$ cat config.mk
export PLATFORM = sky130hd
export DESIGN_NAME = regfile_wr_arbiter
export DESIGN_NICKNAME = d
export VERILOG_FILES = /design/src/rtl/regfile_wr_arbiter.sv
export SDC_FILE = /design/constraint.sdc
export NUM_CORES = 1
export LEC_CHECK = 0
export CELL_PAD_IN_SITES_DETAIL_PLACEMENT = 0
export CELL_PAD_IN_SITES_GLOBAL_PLACEMENT = 1
export CORE_UTILIZATION = 35
export CTS_BUF_LIST = sky130_fd_sc_hd__clkbuf_2 sky130_fd_sc_hd__clkbuf_4 sky130_fd_sc_hd__clkbuf_8
export DETAILED_ROUTE_END_ITERATION = 8
export PLACE_DENSITY_LB_ADDON = 0.1
export SETUP_SLACK_MARGIN = 0.15
export SLEW_MARGIN = 20
export SYNTH_ARGS = -nofsm -noshare
export SYNTH_HDL_FRONTEND = slang
export SYNTH_SLANG_ARGS = --single-unit
$ cat constraint.sdc
create_clock -name clk -period 4.63 [get_ports clk]
set_input_delay 0.926 -clock clk [delete_from_list [all_inputs] [get_ports clk]]
set_output_delay 0.926 -clock clk [all_outputs]
set_load 0.01 [all_outputs]
$ cat src/rtl/regfile_wr_arbiter.sv
// Register-file write port shared by two requesters: sweeps INIT_DATA into all 32
// registers after reset or init_req, then arbitrates writes round-robin.
module regfile_wr_arbiter #(
   parameter logic [31:0] INIT_DATA = 32'h0000_0000,
   parameter int          CNT_W     = 16
) (
   input  logic             clk,
   input  logic             reset,
   input  logic             init_req,
   input  logic             req0_valid,
   input  logic             req1_valid,
   output logic             req0_ready,
   output logic             req1_ready,
   input  logic [4:0]       req0_reg,
   input  logic [4:0]       req1_reg,
   input  logic [31:0]      req0_data,
   input  logic [31:0]      req1_data,
   output logic [4:0]       WriteReg,
   output logic [31:0]      WriteData,
   output logic             RegWrite,
   output logic             init_done,
   output logic [CNT_W-1:0] conflict_cnt
);

   localparam logic [0:0] ST_INIT = 1'b0;
   localparam logic [0:0] ST_RUN  = 1'b1;
   localparam logic [CNT_W-1:0] CNT_MAX = {CNT_W{1'b1}};
   localparam logic [CNT_W-1:0] CNT_ONE = {{(CNT_W-1){1'b0}}, 1'b1};

   logic [0:0]       state_q, state_d;
   logic [4:0]       sweep_q, sweep_d;
   logic             last1_q, last1_d;   // 1: requester 1 won the last transfer
   logic [4:0]       wreg_q, wreg_d;
   logic [31:0]      wdata_q, wdata_d;
   logic             rw_q, rw_d;
   logic [CNT_W-1:0] cnt_q, cnt_d;
   logic             grant0_s, grant1_s, accept_en_s;

   assign init_done    = state_q[0];
   assign WriteReg     = wreg_q;
   assign WriteData    = wdata_q;
   assign RegWrite     = rw_q;
   assign conflict_cnt = cnt_q;

   // Grant selection; init_req suppresses acceptance in the cycle it arrives.
   always_comb begin
      accept_en_s = (state_q == ST_RUN) & ~init_req;
      grant0_s    = req0_valid & (~req1_valid | last1_q);
      grant1_s    = req1_valid & (~req0_valid | ~last1_q);
      req0_ready  = accept_en_s & grant0_s;
      req1_ready  = accept_en_s & grant1_s;
   end

   // Next-state and write-port computation.
   always_comb begin
      state_d = state_q;
      sweep_d = sweep_q;
      last1_d = last1_q;
      wreg_d  = wreg_q;
      wdata_d = wdata_q;
      rw_d    = 1'b0;
      cnt_d   = cnt_q;
      case (state_q)
         ST_INIT: begin
            rw_d    = 1'b1;
            wreg_d  = sweep_q;
            wdata_d = INIT_DATA;
            sweep_d = sweep_q + 5'd1;
            if (sweep_q == 5'd31) begin
               state_d = ST_RUN;
            end else begin
               state_d = ST_INIT;
            end
         end
         ST_RUN: begin
            if (req0_valid && req1_valid && (cnt_q != CNT_MAX)) begin
               cnt_d = cnt_q + CNT_ONE;
            end else begin
               cnt_d = cnt_q;
            end
            if (init_req) begin
               state_d = ST_INIT;
               sweep_d = 5'd0;
            end else if (req0_ready) begin
               last1_d = 1'b0;
               // r0 is read-only after init: accept but drop the write
               if (req0_reg != 5'd0) begin
                  rw_d    = 1'b1;
                  wreg_d  = req0_reg;
                  wdata_d = req0_data;
               end else begin
                  rw_d    = 1'b0;
               end
            end else if (req1_ready) begin
               last1_d = 1'b1;
               if (req1_reg != 5'd0) begin
                  rw_d    = 1'b1;
                  wreg_d  = req1_reg;
                  wdata_d = req1_data;
               end else begin
                  rw_d    = 1'b0;
               end
            end else begin
               rw_d    = 1'b0;
            end
         end
         default: begin
            state_d = ST_INIT;
            sweep_d = 5'd0;
         end
      endcase
   end

   // State registers with asynchronous active-low reset.
   always_ff @(posedge clk or negedge reset) begin
      if (!reset) begin
         state_q <= ST_INIT;
         sweep_q <= 5'd0;
         last1_q <= 1'b1;
         wreg_q  <= 5'd0;
         wdata_q <= 32'h0000_0000;
         rw_q    <= 1'b0;
         cnt_q   <= {CNT_W{1'b0}};
      end else begin
         state_q <= state_d;
         sweep_q <= sweep_d;
         last1_q <= last1_d;
         wreg_q  <= wreg_d;
         wdata_q <= wdata_d;
         rw_q    <= rw_d;
         cnt_q   <= cnt_d;
      end
   end

endmodule

==> implementation parameters, run 1 <==
Parameter                              Value

Placement
  Placed inst area    0.004370 sq mm
  Number of placed cells counting well taps    485
  Number of input and output port buffers inserted    135
  HPWL after detailed placement    6194 um
  Last weighted congestion value of the routability-driven placer    0.8025
  Pre-CTS worst setup slack    1107 ps

Timing
  Final worst hold slack    498.1 ps
  Worst rel slew slack    0.3808
  Final Critical Period    3524 ps
  Fmax    283.8 MHz
  Clock skew after layout    9.334 ps
  Final setup violation count    0
  Post-route setup slack    1106 ps
  Endpoints failing hold    0
  Least-Margin Pin Slew    928.9 ps
  Unrepaired setup endpoints after global routing    no
  Summed negative setup slack over all endpoints    0 ps
  Final max-slew violation count    0
  Period Utilization, post-route    0.7612

Routing
  Iter 0 DRT Violations    119
  Via count normalized by instance count    5.337
  Routed length per placed instance    17.63 um
  First-pass DRT Iterations    4
  Overall via count from detail_route    2674
  Detail Route Antenna Nets    0
  Detailed-route wire length    8832 um
  Number of remaining DRC errors    0

Clocking
  Buffer levels on the longest clock path    2
  Sink Count    61
  Buffers inserted by post-CTS timing repair    0
  Number of hold buffers added after CTS    0
  CTS tree    yes
  Total CTS buffers    9
  CTS HTree Levels    3
  CTS Root Buffer Type    sky130_fd_sc_hd__clkbuf_8
  Clock insertion delay at the later pin of the skew report    330 ps
  Clock transition at the register clock pins on the worst setup and hold paths after CTS    70 ps
  Post-CTS resize count    0

Synth
  Most used flip-flop cell after synthesis    sky130_fd_sc_hd__dfrtp_1
  Sequential cell area fraction in the yosys report    0.5096
  Synth Register Bits    61
  Number of enable-type register cells in the synthesized netlist    0
  Synthesized area per cell    11.57 sq um
  Count of mapped cells out of synthesis    259
  Nets in the synthesized netlist    341
  Mapped Area    0.002998 sq mm
  FFs w/ async S/R, synth    1.000
  Count of distinct cell types in the synthesized netlist    42
  Yosys synthesis warning count    0

Worst setup path
  Arrival time of data at the critical path endpoint    2600 ps
  Data required, critical path    3700 ps
  Worst-path fanout max    7
  Kind of start point of the critical path    input pin
  Type of the worst setup path    in -> out
  Cell with the largest stage delay on the worst path    sky130_fd_sc_hd__clkdlybuf4s50_1
  Buffer and inverter count on the worst path    3
  Endpoint kind of the worst setup timing path    primary output
  Start of the worst register-to-register path    init_done
  Flop2flop setup slack    1940 ps
  Most common cell type on the critical path    sky130_fd_sc_hd__clkdlybuf4s50_1
  Instance count on the critical path    5
  Critical path origin    init_req
  Critical path's top delay family    buffers and inverters
  Capture instance of the worst register-to-register path    WriteReg[1]
  Depth of the worst register-to-register path    7
  Crit-path cells    clkdlybuf4s50_1 -> nor2b_4 -> nand3_2 -> inv_1 -> clkdlybuf4s50_1
  Delay of the slowest cell on the worst path    570 ps
  Worst setup path endpoint    req0_ready

Outcome
  Outcome    complete, no violations

GRT
  Number of antenna violations at the first check in global routing    0
  Via count of the first global-routing pass    2598
  Maximum number of pins on one net before global-route repair    41
  Global-route usage over all layers    0.2036
  Global-route wire length before repair    13680 um
  Total grt overflow    0

Power
  Leakage    2.140 nW
  Power density over cell area    356.9 mW/mm^2
  VDD IR-drop max    0.0003127 V

Finish
  Final non-filler cell total    501
  Final Cell Area    0.004599 sq mm
  Layout overhead on the synthesized area    53.42%
  ANT cells    0
  Share of layout cells above drive strength 1    0.07828
  Fin nets    473

Min path
  Worst min-delay path category    reg -> reg

Floorplan
  Horizontal extent of the die    94.55 um
  Overall die area    0.008940 sq mm
  Cell row count    33
  Die boundary height    94.55 um
  Ports    136
  Effective utilization at floorplan    0.3630
  Std-Cell Core Area    0.008258 sq mm

Job
  Number of max-cap violations    0
## Yosys cell counts, types with 2 or more instances
library cell | instances | area share
sky130_fd_sc_hd__a21oi_1 | 4 | 0.0067
sky130_fd_sc_hd__nand2_1 | 17 | 0.021
sky130_fd_sc_hd__and3_1 | 36 | 0.075
sky130_fd_sc_hd__mux2i_1 | 4 | 0.013
sky130_fd_sc_hd__xor2_1 | 9 | 0.026
sky130_fd_sc_hd__clkbuf_1 | 7 | 0.0088
sky130_fd_sc_hd__a221o_1 | 36 | 0.12
sky130_fd_sc_hd__ha_1 | 3 | 0.013
sky130_fd_sc_hd__o221ai_1 | 4 | 0.012
sky130_fd_sc_hd__nor4_1 | 3 | 0.0063
sky130_fd_sc_hd__nor3_1 | 5 | 0.0083
sky130_fd_sc_hd__buf_2 | 3 | 0.0050
sky130_fd_sc_hd__a211oi_1 | 2 | 0.0050
sky130_fd_sc_hd__inv_1 | 10 | 0.013
sky130_fd_sc_hd__nand3_1 | 9 | 0.015
sky130_fd_sc_hd__buf_6 | 9 | 0.034
sky130_fd_sc_hd__o22ai_1 | 2 | 0.0042
sky130_fd_sc_hd__a21o_1 | 2 | 0.0050
sky130_fd_sc_hd__xnor2_1 | 7 | 0.020
sky130_fd_sc_hd__dfrtp_1 | 60 | 0.50
sky130_fd_sc_hd__nand4_1 | 3 | 0.0063
sky130_fd_sc_hd__nor2_1 | 4 | 0.0050
## layout make-up
cell class / instances / area (sq um)
Tap cell: 105 / 131.4
Inverter: 10 / 37.54
Sequential cell: 61 / 1528
Fill cell: 743 / 3659
Clock buffer: 12 / 158.9
Timing Repair Buffer: 140 / 1384
Multi-Input combinational cell: 169 / 1290
Clock inverter: 4 / 70.07
## how the worst min path moves through the flow
stage	cells past startpoint	slack [ps]	endpoint	from
after global placement	1	490	conflict_cnt[9]	conflict_cnt[9]
after global routing	1	510	conflict_cnt[9]	conflict_cnt[9]
final	1	500	conflict_cnt[9]	conflict_cnt[9]
after detailed placement	1	490	conflict_cnt[9]	conflict_cnt[9]
after CTS	1	500	conflict_cnt[9]	conflict_cnt[9]
after floorplan	1	490	sweep_q[4]	sweep_q[4]
## report_power, final
part           switching (mW)  internal (mW)  total (mW)
clock                   0.210          0.337       0.547
sequential             0.0689          0.611       0.680
combinational           0.171          0.244       0.415
total                   0.449           1.19        1.64
## cell families after synthesis
kind of cell	count (synthesis)	synth area share
flip-flops	61	0.5096
multiplexers	6	0.02212
AND/OR/NAND/NOR	86	0.1682
XOR/XNOR	16	0.04675
buffers and inverters	29	0.06010
AO/OA/AOI/OAI	58	0.1807
adder cells (fa/ha/maj)	3	0.01252
## flip-flops by register name, summed over array words and instances (netlist names)
name / flops
init_done: 1
WriteReg: 5
last1_q: 1
RegWrite: 1
WriteData: 32
sweep_q: 5
conflict_cnt: 16
## placed cells by master (no fill, tap or decap), drive strengths merged, types with 5 or more instances in the layout
cell type      Yosys  final
nand3             10     10
and3              37     37
clkdlybuf4s50      0    134
xor2               9      9
dfrtp             60     60
nand2             17     17
a221o             36     36
buf               12      6
clkbuf             7     12
xnor2              7      7
nor3               5      5
inv               10     10
## routing by layer
layer  vias to the layer above  routed length, um  global-route usage  share of wire
met5                         -                  0                   0              0
met3                        12                571             0.03704          0.065
met1                      1304               4179              0.2792           0.47
met2                        99               3923              0.3164           0.44
met4                         0                157             0.08460          0.018
li1                       1259                  -                   -              -
## metrics by stage
stage | total power [mW] | utilization
after floorplan | 0.8939 | -
after global placement | 1.103 | 0.5292
after detailed placement | 1.107 | 0.5292
after CTS | 1.657 | 0.5570
after global routing | 1.726 | 0.5570
final | 1.642 | 0.5570
(Power assumes the default switching activity.)
==> inputs of run 2 (changes only) <==
--- a/config.mk
+++ b/config.mk
@@ -7,7 +7,7 @@
 export LEC_CHECK = 0
 export CELL_PAD_IN_SITES_DETAIL_PLACEMENT = 0
 export CELL_PAD_IN_SITES_GLOBAL_PLACEMENT = 1
-export CORE_UTILIZATION = 35
+export CORE_UTILIZATION = 32
 export CTS_BUF_LIST = sky130_fd_sc_hd__clkbuf_2 sky130_fd_sc_hd__clkbuf_4 sky130_fd_sc_hd__clkbuf_8
 export DETAILED_ROUTE_END_ITERATION = 8
 export PLACE_DENSITY_LB_ADDON = 0.1
==> constraint.sdc (replaced) <==
create_clock -name clk -period 3.55 [get_ports clk]
set_input_delay 0.71 -clock clk [delete_from_list [all_inputs] [get_ports clk]]
set_output_delay 0.71 -clock clk [all_outputs]
set_load 0.01 [all_outputs]
==> run 2 against run 1 <==
  * Global-route usage shrank 1.9 points
  * Critical endpoint unchanged
  * Count of clock-buffer cells in the layout is the same
  * Combinational power grew 35%
  * Clock skew shrank 3.8 ps
  * Non-clock buffer count grew 2
  * Largest power group unchanged
  * Via count shrank 2.3%
  * Largest cell class unchanged
==> implementation parameters, run 2 (synthesis results as in run 1) <==
Parameter                              Value

Job
  Number of max-cap violations    0 (unchanged)

Worst setup path
  Endpoint kind of the worst setup timing path    primary output
  Most common cell type on the critical path    sky130_fd_sc_hd__clkdlybuf4s50_1
  Arrival time of data at the critical path endpoint    2380 ps (-220 ps)
  Crit-path cells    clkdlybuf4s50_1 -> nor2b_4 -> nand3_2 -> inv_1 -> clkdlybuf4s50_1
  Kind of start point of the critical path    input pin
  Cell with the largest stage delay on the worst path    sky130_fd_sc_hd__clkdlybuf4s50_1
  Data required, critical path    2840 ps (-860 ps)
  Buffer and inverter count on the worst path    3 (unchanged)
  Worst-path fanout max    7 (unchanged)
  Delay of the slowest cell on the worst path    580 ps (about the same)
  Type of the worst setup path    in -> out
  Critical path's top delay family    buffers and inverters

Floorplan
  Overall die area    0.009759 sq mm (+9.2%)
  Ports    136 (unchanged)
  Cell row count    34 (+3.0%)
  Die boundary height    98.79 um (+4.5%)
  Effective utilization at floorplan    0.3372 (-0.02585)
  Horizontal extent of the die    98.79 um (+4.5%)
  Std-Cell Core Area    0.008891 sq mm (+7.7%)

Timing
  Unrepaired setup endpoints after global routing    no
  Period Utilization, post-route    0.8707
  Final max-slew violation count    0 (unchanged)
  Fmax    323.5 MHz
  Least-Margin Pin Slew    919.5 ps (-9.369 ps)
  Final Critical Period    3091 ps
  Summed negative setup slack over all endpoints    0 ps (unchanged)
  Final setup violation count    0 (unchanged)
  Endpoints failing hold    0 (unchanged)
  Clock skew after layout    5.515 ps (-3.820 ps)
  Worst rel slew slack    0.3870 (+0.006247)

Finish
  Total area of multi-input combinational cells    0.001290 sq mm (unchanged)
  Most frequent cells in the layout    sky130_fd_sc_hd__clkdlybuf4s50_1, sky130_fd_sc_hd__dfrtp_1, sky130_fd_sc_hd__and3_1, sky130_fd_sc_hd__a221o_1, sky130_fd_sc_hd__nand2_1
  Most common cell after layout, fill and taps aside    sky130_fd_sc_hd__clkdlybuf4s50_1
  Final Cell Area    0.004618 sq mm (+0.41%)
  Share of layout cells above drive strength 1    0.08291 (+0.004632)
  Number of flip-flops under the largest register name    32 (unchanged)
  ANT cells    0 (unchanged)
  Fin nets    475 (+0.42%)
  Layout filler cell count    814 (+9.6%)
  Layout overhead on the synthesized area    54.05%
  Register cell area after layout    0.001528 sq mm (unchanged)

Clocking
  Sink Count    61 (unchanged)
  Clock insertion delay at the later pin of the skew report    330 ps (about the same)
  Buffer levels on the longest clock path    2 (unchanged)
  Total CTS buffers    9 (unchanged)
  CTS tree    yes
  CTS Root Buffer Type    sky130_fd_sc_hd__clkbuf_8
  Post-CTS resize count    0 (unchanged)
  Number of hold buffers added after CTS    0 (unchanged)
  CTS HTree Levels    3 (unchanged)
  Buffers inserted by post-CTS timing repair    0 (unchanged)
  Clock transition at the register clock pins on the worst setup and hold paths after CTS    70 ps (about the same)

Routing
  Detail Route Antenna Nets    0 (unchanged)
  Iter 0 DRT Violations    107 (-10%)
  First-pass DRT Iterations    4 (unchanged)
  Number of remaining DRC errors    0 (unchanged)
  Routed length per placed instance    17.28 um (-2.0%)
  Detailed-route wire length    8744 um (-1.0%)
  Via count normalized by instance count    5.162 (-3.3%)
  Overall via count from detail_route    2612 (-2.3%)

GRT
  Via count of the first global-routing pass    2561 (-1.4%)
  Global-route usage over all layers    0.1847 (-0.01899)
  Global-route wire length before repair    13880 um (+1.5%)
  Total grt overflow    0 (unchanged)
  Number of antenna violations at the first check in global routing    0 (unchanged)
  Maximum number of pins on one net before global-route repair    42 (+2.4%)

Placement
  Placed inst area    0.004389 sq mm (+0.43%)
  Number of input and output port buffers inserted    135 (unchanged)
  HPWL after detailed placement    6221 um (+0.44%)
  Last weighted congestion value of the routability-driven placer    0.7808 (-2.7%)

Power
  Leakage    2.150 nW (+0.51%)
  Power density over cell area    464.0 mW/mm^2 (+30%)
  VDD IR-drop max    0.0003751 V (+20%)

Outcome
  Outcome    complete, no violations

Min path
  Worst min-delay path category    reg -> reg
run 2: cell types whose count changed in the layout (fill, tap and decap cells not counted), sizes merged:
cell | previous run | this run
buf | 6 | 8
run 2: final timing paths:
kind                            slack, ps  cells past startpoint               to       startpoint
worst max-delay path                  460                      5       req0_ready         init_req
worst min-delay path                  500                      1  conflict_cnt[7]  conflict_cnt[7]
worst max register to register       1260                      6    WriteData[17]        init_done
worst min register to register        500                      1  conflict_cnt[7]  conflict_cnt[7]
max in group asynchronous            2190                      2    WriteData[12]            reset
min in group asynchronous             510                      1    WriteData[19]            reset
run 2: area by class of cell:
type | instances | area share
inverters | 10 | 0.008128
flip-flops and latches | 61 | 0.3308
clock inverters | 4 | 0.01517
multi-input cells | 169 | 0.2793
well taps | 108 | 0.02926
repair buffers | 142 | 0.3029
clock buffers | 12 | 0.03441
run 2: worst register-to-register path, delay by kind of cell (launching register included):
kind,cells,cell delay [ps]
compound gates,1,180
buf+inv,2,540
simple gates,3,1190
flops,1,320
run 2: where the power goes:
part | internal [mW] | switching (mW)
clock network | 0.440 | 0.274
registers | 0.796 | 0.0730
logic | 0.326 | 0.234
run 2: per-stage QoR:
stage	worst slack [ps]	instances	hold slack, ps	power, mW	util
2_1_floorplan	1284	259	414.4	1.166	-
5_1_grt	419.6	506	529.1	2.264	0.5194
3_5_place_dp	473.8	490	491.4	1.450	0.4937
3_3_place_gp	477.7	490	492.2	1.447	0.4937
4_1_cts	475.9	506	502.1	2.178	0.5194
6_report	459.1	506	497.3	2.143	0.5194
run 2: metal layers:
metal	GRT usage	up-vias	routed length, um
met5	0	-	0
met4	0.04937	0	109
li1	-	1266	-
met3	0.05177	7	541
met2	0.2846	91	3918
met1	0.2551	1248	4175
==> inputs of run 3 (changes only) <==
--- a/config.mk
+++ b/config.mk
@@ -12,7 +12,7 @@
 export DETAILED_ROUTE_END_ITERATION = 8
 export PLACE_DENSITY_LB_ADDON = 0.1
 export SETUP_SLACK_MARGIN = 0.15
-export SLEW_MARGIN = 20
+export SLEW_MARGIN = 10
 export SYNTH_ARGS = -nofsm -noshare
 export SYNTH_HDL_FRONTEND = slang
 export SYNTH_SLANG_ARGS = --single-unit
==> results of run 3 <==
Same layout as run 2: the final DEF is identical, and so are final timing and power.
